File: config.mk
export PLATFORM = sky130hd
export DESIGN_NAME = self_trig_arb
export DESIGN_NICKNAME = d
export VERILOG_FILES = /design/src/rtl/self_trig_arb.sv
export SDC_FILE = /design/constraint.sdc
export NUM_CORES = 1
export LEC_CHECK = 0
export CAP_MARGIN = 20
export CELL_PAD_IN_SITES_DETAIL_PLACEMENT = 0
export CELL_PAD_IN_SITES_GLOBAL_PLACEMENT = 2
export CORE_MARGIN = 2
export CORE_UTILIZATION = 29
export CTS_CLUSTER_SIZE = 8
export DETAILED_ROUTE_END_ITERATION = 10
export PLACE_DENSITY = 0.75
export SYNTH_ARGS = -nofsm -noshare
export SYNTH_HDL_FRONTEND = slang
export SYNTH_SLANG_ARGS = --single-unit
File: constraint.sdc
create_clock -name adcclk -period 3.8 [get_ports adcclk]
set_input_delay 0.76 -clock adcclk [delete_from_list [all_inputs] [get_ports adcclk]]
set_output_delay 0.76 -clock adcclk [all_outputs]
set_load 0.05 [all_outputs]
File: src/rtl/self_trig_arb.sv
// self_trig_arb: collects single-cycle self-trigger pulses from NCH channel
// discriminators. Each pulse is held as a pending request, and pending
// channels are granted round-robin to the shared waveform writer through a
// req/ack/done handshake.
//
// Ports:
//   adcclk      ADC clock. All logic runs on its rising edge.
//   reset       Asynchronous, active-high. Clears all state.
//   trig        Per-channel trigger pulses, one adcclk long.
//   mask        Per-channel disable. A masked channel's trig is ignored.
//   inhibit_in  Global inhibit. While high, all trig is ignored and no new
//               grant is made.
//   req / chan  Request to the writer and the granted channel index.
//               req is held until ack arrives.
//   ack / done  Writer accepted the request / writer finished recording.
//   ch_inhibit  Inhibit back to each channel's trigger unit.
//   lost        Saturating count of pulses dropped because the channel was
//               already pending or being served.
//   timeout     Sticky watchdog flag.
//
// Build option: define SELFTRIG_TIMEOUT_EN to add a 10-bit watchdog. If REQ
// or BUSY lasts 1023 cycles, the watchdog aborts the grant and sets timeout.
// Without the define, timeout is tied to 0 and REQ/BUSY wait indefinitely.

module self_trig_arb_lane (
  input  logic adcclk,
  input  logic reset,
  input  logic trig,
  input  logic mask,
  input  logic inhibit_in,
  input  logic served,
  input  logic grant_clr,
  output logic pending,
  output logic drop,
  output logic ch_inhibit
);
  logic r_pend;
  logic w_accept, w_set;

  assign w_accept = trig & ~mask & ~inhibit_in;
  assign drop     = w_accept & (r_pend | served);
  assign w_set    = w_accept & ~r_pend & ~served;

  // A pending bit is dropped while the channel is masked. This does not
  // affect a grant that has already been issued.
  always_ff @(posedge adcclk or posedge reset)
    if (reset) r_pend <= 1'b0;
    else       r_pend <= (r_pend | w_set) & ~grant_clr & ~mask;

  assign pending    = r_pend;
  assign ch_inhibit = reset | mask | inhibit_in | r_pend | served;
endmodule

module self_trig_arb #(
  parameter int NCH     = 4,
  parameter int CBITS   = 2,
  parameter int HOLDOFF = 16
) (
  input  logic             adcclk,
  input  logic             reset,
  input  logic [NCH-1:0]   trig,
  input  logic [NCH-1:0]   mask,
  input  logic             inhibit_in,
  output logic             req,
  output logic [CBITS-1:0] chan,
  input  logic             ack,
  input  logic             done,
  output logic [NCH-1:0]   ch_inhibit,
  output logic [15:0]      lost,
  output logic             timeout
);
  localparam int LW = CBITS + 1;

  typedef enum logic [1:0] {S_IDLE, S_REQ, S_BUSY, S_HOLD} state_t;

  state_t           r_state, w_state_nxt;
  logic [CBITS-1:0] r_chan, r_rr;
  logic [7:0]       r_hold;
  logic [15:0]      r_lost;

  logic [NCH-1:0]   w_pend, w_pend_eff, w_drop, w_served, w_grant_clr;
  logic             w_found, w_grant, w_hold_ld, w_rr_adv, w_abort, w_wd_hit;
  logic [CBITS-1:0] w_sel;
  logic [LW-1:0]    w_ndrop;
  logic [16:0]      w_lost_sum;

  for (genvar i = 0; i < NCH; i++) begin : g_lane
    assign w_served[i] = (r_state != S_IDLE) && (r_chan == CBITS'(i));
    self_trig_arb_lane u_lane (
      .adcclk     (adcclk),
      .reset      (reset),
      .trig       (trig[i]),
      .mask       (mask[i]),
      .inhibit_in (inhibit_in),
      .served     (w_served[i]),
      .grant_clr  (w_grant_clr[i]),
      .pending    (w_pend[i]),
      .drop       (w_drop[i]),
      .ch_inhibit (ch_inhibit[i])
    );
  end

  // Masked channels are excluded so a bit being cleared this cycle is never
  // granted.
  assign w_pend_eff = w_pend & ~mask;

  // Search upward from r_rr for the first pending channel, wrapping at NCH.
  always_comb begin
    w_found = 1'b0;
    w_sel   = '0;
    for (int k = 0; k < NCH; k++) begin
      if (!w_found && w_pend_eff[(int'(r_rr) + k) % NCH]) begin
        w_found = 1'b1;
        w_sel   = CBITS'((int'(r_rr) + k) % NCH);
      end
    end
  end

  assign w_grant_clr = w_grant ? (NCH'(1) << w_sel) : '0;

  always_comb begin
    w_state_nxt = r_state;
    w_grant     = 1'b0;
    w_hold_ld   = 1'b0;
    w_rr_adv    = 1'b0;
    w_abort     = w_wd_hit && ((r_state == S_REQ  && !ack) ||
                               (r_state == S_BUSY && !done));
    case (r_state)
      S_IDLE: if (w_found && !inhibit_in) begin
                w_grant     = 1'b1;
                w_state_nxt = S_REQ;
              end
      S_REQ:  if (ack) w_state_nxt = S_BUSY;
      S_BUSY: if (done) begin
                w_state_nxt = S_HOLD;
                w_hold_ld   = 1'b1;
                w_rr_adv    = 1'b1;
              end
      S_HOLD: if (r_hold <= 8'd1) w_state_nxt = S_IDLE;
      default: w_state_nxt = S_IDLE;
    endcase
    // An aborted grant still moves the pointer past the stuck channel.
    if (w_abort) begin
      w_state_nxt = S_IDLE;
      w_rr_adv    = 1'b1;
    end
  end

  always_ff @(posedge adcclk or posedge reset)
    if (reset) begin
      r_state <= S_IDLE;
      r_chan  <= '0;
      r_rr    <= '0;
      r_hold  <= '0;
    end else begin
      r_state <= w_state_nxt;
      if (w_grant)   r_chan <= w_sel;
      if (w_rr_adv)  r_rr   <= (r_chan == CBITS'(NCH-1)) ? '0 : r_chan + 1'b1;
      if (w_hold_ld) r_hold <= 8'(HOLDOFF);
      else if (r_state == S_HOLD) r_hold <= r_hold - 8'd1;
    end

  // Several channels can drop a pulse in the same cycle, so the drops are
  // summed before the saturating add.
  always_comb begin
    w_ndrop = '0;
    for (int i = 0; i < NCH; i++) w_ndrop = w_ndrop + LW'(w_drop[i]);
  end

  assign w_lost_sum = {1'b0, r_lost} + 17'(w_ndrop);

  always_ff @(posedge adcclk or posedge reset)
    if (reset) r_lost <= '0;
    else       r_lost <= w_lost_sum[16] ? 16'hFFFF : w_lost_sum[15:0];

`ifdef SELFTRIG_TIMEOUT_EN
  logic [9:0] r_wd;
  logic       r_to;

  // The watchdog counts consecutive cycles in the same REQ or BUSY state.
  // Any state change restarts it.
  always_ff @(posedge adcclk or posedge reset)
    if (reset) begin
      r_wd <= '0;
      r_to <= 1'b0;
    end else begin
      if ((r_state == S_REQ || r_state == S_BUSY) && w_state_nxt == r_state)
        r_wd <= r_wd + 10'd1;
      else
        r_wd <= '0;
      if (w_abort) r_to <= 1'b1;
    end

  assign w_wd_hit = (r_wd == 10'h3FF);
  assign timeout  = r_to;
`else
  assign w_wd_hit = 1'b0;
  assign timeout  = 1'b0;
`endif

  assign req  = (r_state == S_REQ);
  assign chan = r_chan;
  assign lost = r_lost;
endmodule

After elaboration in Yosys (flattened, before gate mapping)
Index checks and enable logic that the tools add are counted.
- add/sub/neg operators: 9
- order comparisons: 5
- equal/unequal tests: 10
- shift-type cells: 1
- mux-type cells: 33
- bitwise operators: 74
- reduce and logical (&&, ||, !) cells: 20
- operators with widths (operator ; count):
    $and 1x1->1 ; 28
    $or 1x1->1 ; 24
    $mux 2 ; 9
    $add 16x3->17 ; 1
    $not 1->1 ; 17
    $mux 16 ; 1
    $mux 8 ; 2
    $mux 1 ; 15
    $lt 3x4->1 const B ; 3
    $bmux 1 s2 ; 4
    $eq 2x2->1 const B ; 4
    $le 8x1->1 const B ; 1
    $logic_and 1x1->1 ; 8
    $pmux 2 s4 ; 1
    $sub 8x1->8 const B ; 1
    $ne 2x2->1 const B ; 3
    $reduce_or 2->1 ; 3
    $add 2x1->2 const B ; 2
    $add 2x2->2 const B ; 2
    $and 4x4->4 ; 1
    $eq 2x1->1 const B ; 2
    $logic_not 1->1 ; 4
    $logic_not 2->1 ; 2
    $mux 4 ; 1
    10 further kinds ; 13
- register bits after elaboration: 34
- bits of input ports: 13
- output and inout port bits: 24
- word-level logic and storage cells: 161

Depth between registers and ports, before layout
- word-level depth: 21
- mapped depth: 14
- depth with buffers taken out: 13

By module
A second synthesis with hierarchy kept.
- cell total of the unflattened synthesis: 225
- area, all modules: 2132.0 um2
- modules (own cells, without submodules) (module ; times used ; cells an instance ; area each (um2) ; sequential area each (um2)):
    self_trig_arb ; 1 ; 189 ; 1831.8 ; 750.7
    self_trig_arb_lane ; 4 ; 9 ; 75.1 ; 25.0

Least setup slack after synthesis
OpenSTA, ideal clock, no wires.
- path kind: register to register
- start point: register r_chan[0] (netlist: chan[0])
- end point: register r_lost[13] (netlist: lost[13])
- library setup time: 0.070 ns
- data arrival time: 3.729 ns
- data required time: 3.730 ns
- slack: 0.002 ns
- cell stages (with the launch flop): 15
- path buffers: 1
- period minus slack after synthesis: 3.798 ns
- cells stage by stage: dfrtp_1 > inv_1 > ha_1 > nand2b_1 > nor2b_1 > or4b_2 > fa_1 > fa_1 > inv_1 > fa_1 > nand3_1 > nor2_1 > nand3_1 > buf_2 > nand3_1
- longest elaborated chain between the ends: 9
- elaborated cells on any way between the ends: 21
- those cells by class: add/sub: 4; eq/ne: 3; mux: 1; bitwise: 8; reduce/logical: 5
- RTL lines (what ; line ; text):
    start, declared ; 77 ; logic [CBITS-1:0] r_chan, r_rr;
    start signal, assigned ; 157 ; if (w_grant) r_chan <= w_sel;
    $eq 2x1->1 or $logic_not 2->1 (tied branches) ; 88 ; assign w_served[i] = (r_state != S_IDLE) && (r_chan == CBITS'(i));
    $logic_and 1x1->1 ; 88 ;
    $or 1x1->1 ; 41 ; assign drop = w_accept & (r_pend | served);
    $and 1x1->1 ; 41 ;
    $add 1x1->2 ; 167 ; for (int i = 0; i < NCH; i++) w_ndrop = w_ndrop + LW'(w_drop[i]);
    $add 2x1->3 ; 167 ;
    $add 3x1->3 (*) ; 167 ;
    $add 16x3->17 (*) ; 170 ; assign w_lost_sum = {1'b0, r_lost} + 17'(w_ndrop);
    $mux 16 (*) ; 174 ; else r_lost <= w_lost_sum[16] ? 16'hFFFF : w_lost_sum[15:0];
    end signal, assigned ; 174 ;
    end, declared ; 79 ; logic [15:0] r_lost;
Every way passes the cells marked *; elsewhere a longest branch is shown, timed or not.
A chain may end at the register's enable or synchronous reset.

Final worst setup path
- start point: input inhibit_in
- end point: register r_lost[10] (netlist: lost[10])
- longest elaborated chain between the ends: 8
- elaborated cells on any way between the ends: 14
- those cells by class: add/sub: 4; mux: 1; bitwise: 9
- RTL lines (what ; line ; text):
    start, declared ; 63 ; input logic inhibit_in,
    $not 1->1 (*) ; 40 ; assign w_accept = trig & ~mask & ~inhibit_in;
    $and 1x1->1 ; 40 ;
    $and 1x1->1 ; 41 ;
    $add 1x1->2 ; 167 ;
    $add 2x1->3 ; 167 ;
    $add 3x1->3 (*) ; 167 ;
    $add 16x3->17 (*) ; 170 ;
    $mux 16 (*) ; 174 ;
Marked as above.

==> impl_metrics.yaml <==
outcome:
  status: "finished clean"
flow_run:
  drv_cap: 0
route:
  drtIter0Drc: 90
  dr_total_vias: 1738
  final_antenna_net_count: 0
  viasPerCell: 4.672
  dr.pass1.iters: 4
  drc: 0
  finalWirelength_um: 5118
  routedWlPerCell_um: 13.76
pwr:
  p_leak_uw: 0.001209
  p_per_area_nw_per_um2: 597.4
  ir_worst_vdd_mv: 0.3770
  power_uw: 1655
critical_path:
  regToRegSetupSlack_ps: 150
  r2r_cells: 14
  r2r-end: "lost[10]"
  crit_type: "input pin to flip-flop"
  cp_data_arrival_time_ps: 3850
  crit_required_ps: 3990
  cp-start-kind: "input pin"
  endpoint_kind: "flip-flop"
  r2r_start: "r_state[0]"
  crit_fanout: 4
synth:
  synth-seq-area-share: 0.3998
  synth.largest_area_cell: "dfrtp_1"
  synthTopCellsByArea: "dfrtp_1 (40%), ha_1 (7.1%), nand2_1 (4.1%)"
  syn_avg_cell_area_um2: 9.501
  ys_types: 49
  syn_area_um2: 2128
  synthArstFlopShare: 1.000
  synth_most_common_cell: "dfrtp_1"
  netlist.area_leader.share: 0.3998
  ys.flop_type: "dfrtp_1"
  ys.warnings.count: 0
  synth_common_cells: "dfrtp_1 (34), nand2_1 (23), inv_1 (17)"
  syn_nets: 252
  synth_edf_count: 0
  syn_inst: 224
  synth_seq_cells: 34
cells_and_area:
  n_antenna_cell: 0
  fillerInstances: 748
  nNetsFinal: 300
  area_growth_pct: 30.16
  drive_above_1_share: 0.1392
clocking:
  clk_pin_slew_ps: 80
  clockRootBuffer: "clkbuf_8"
  h-tree-depth: 2
  holdBufCountCts: 0
  clock-sinks: 34
  cts_tree: "yes"
  clk_path_buf_depth: 2
  clk_latency_ps: 290
  cts_buffers: 5
floorplanning:
  die_width_um: 89.67
  core_um2: 7176
  initial_core_util: 0.2966
  dieArea_um2: 8040
  die-height_um: 89.67
  rows: 31
  io_pins: 37
timing:
  rsz0062_at_grt: "false"
  finClkSkew_ps: 13.12
  whs_ps: 560.0
  tns_ps: 0
  setup_viol: 0
  tightest_slew_ps: 498.5
  fin_crit_sh: 0.9639
  maxSlewHeadroom: 0.6666
  drv_slew: 0
  max_freq_ghz: 0.2730
  fin_crit_ps: 3663
  finalHoldViolCount: 0
min_path:
  min_from: "r_hold[7]"
  hold_class: "flip-flop to flip-flop"
  hold_depth: 2
  holdPathEnd: "r_hold[7]"
grt:
  antenna_found_initial: 0
  grtUsageTotal: 0.1381
  grt_max_degree: 35
  grt_pass1_vias: 1723
  grt_pass1_wl_um: 8535
  grt_overflow_total: 0
place:
  dp_hpwl_um: 3924
  routabilityCongestion: 0.7635
  port_buffers: 35
==> cell usage in the layout (no fill, tap or decap), types with 2 or more instances in the layout <==
cell,count
xnor2_1,6
nand3_1,11
buf_4,15
o211ai_1,2
xor2_1,7
and3_1,5
fa_1,2
and2_1,3
a41oi_1,2
nor2b_1,4
nor2_1,12
dfrtp_1,34
or4b_2,4
inv_1,16
nand2b_1,6
a21oi_1,7
nand2_1,23
a211oi_1,6
clkbuf_8,5
a31oi_1,7
clkdlybuf4s50_1,35
mux2i_1,3
o21ai_0,9
ha_1,12
nand3b_1,4
or3_1,2
==> sequential cells by signal, indices dropped and copies added (netlist names) <==
name and count:
g_lane.u_lane.pending 4, r_rr 2, r_state 2, r_hold 8, chan 2, lost 16
==> what timing repair did <==
action,in CTS,in global routing
gates resized for setup,0,5
buffers inserted,0,0
hold endpoints to repair,0,0
endpoints found under the setup margin,0,15
==> stage by stage <==
stage / instance area [um^2] / utilization / setup WS (ps) / instances
after floorplan: 2128 / - / 1.856 / 224
after global placement: 2661 / 0.3709 / -197.9 / 364
after detailed placement: 2661 / 0.3709 / -218.6 / 364
after CTS: 2751 / 0.3834 / 38.77 / 372
after global routing: 2770 / 0.3861 / 2.205 / 372
final: 2770 / 0.3861 / 137.1 / 372
==> worst max path at each step <==
| stage | start | endpoint | slack, ps | cells after the start |
|---|---|---|---|---|
| finish | inhibit_in | lost[10] | 140 | 11 |
| global route | r_state[0] | lost[10] | 2 | 14 |
| CTS | r_state[0] | lost[15] | 40 | 11 |
| detailed placement | inhibit_in | lost[15] | -220 | 8 |
| global placement | inhibit_in | lost[15] | -200 | 8 |
| floorplan | chan[0] | lost[13] | 2 | 14 |
==> final cells by class <==
cell class,instances,area [um^2],area share
Multi-Input combinational cell,164,1179,0.4255
Sequential cell,34,850.8,0.3071
Timing Repair Buffer,50,462.9,0.1671
Tap cell,99,123.9,0.04472
Clock buffer,5,68.82,0.02484
Inverter,17,63.81,0.02304
Clock inverter,3,21.27,0.007678
==> metal layers <==
layer	track usage	part of all wire
met1	0.1959	0.49
met4	0.04071	0.012
met2	0.2106	0.46
met5	0	0
met3	0.03108	0.038
==> critical path, cell delays in order <==
cell and delay (ps):
clkdlybuf4s50_1 460, or4b_2 700, fa_1 530, fa_2 420, inv_1 80, fa_1 180
nand3_1 120, buf_4 190, nor3_2 210, xnor2_1 140, nand2_1 60
==> power by group <==
part           total (uW)  switching (uW)  internal, uW
clock                 275             146           129
sequential            589             123           466
combinational         792             465           326
total                1650             734           921
==> logic make-up after synthesis <==
logic type	count (synthesis)	share of synthesized area
compound gates	41	0.1270
xor+xnor	13	0.05350
fa+ha+maj	15	0.09876
buf+inv	26	0.05526
flops	34	0.3998
mux	5	0.02469
other cells	1	0.001762
simple gates	89	0.2393
(Power assumes the default switching activity.)
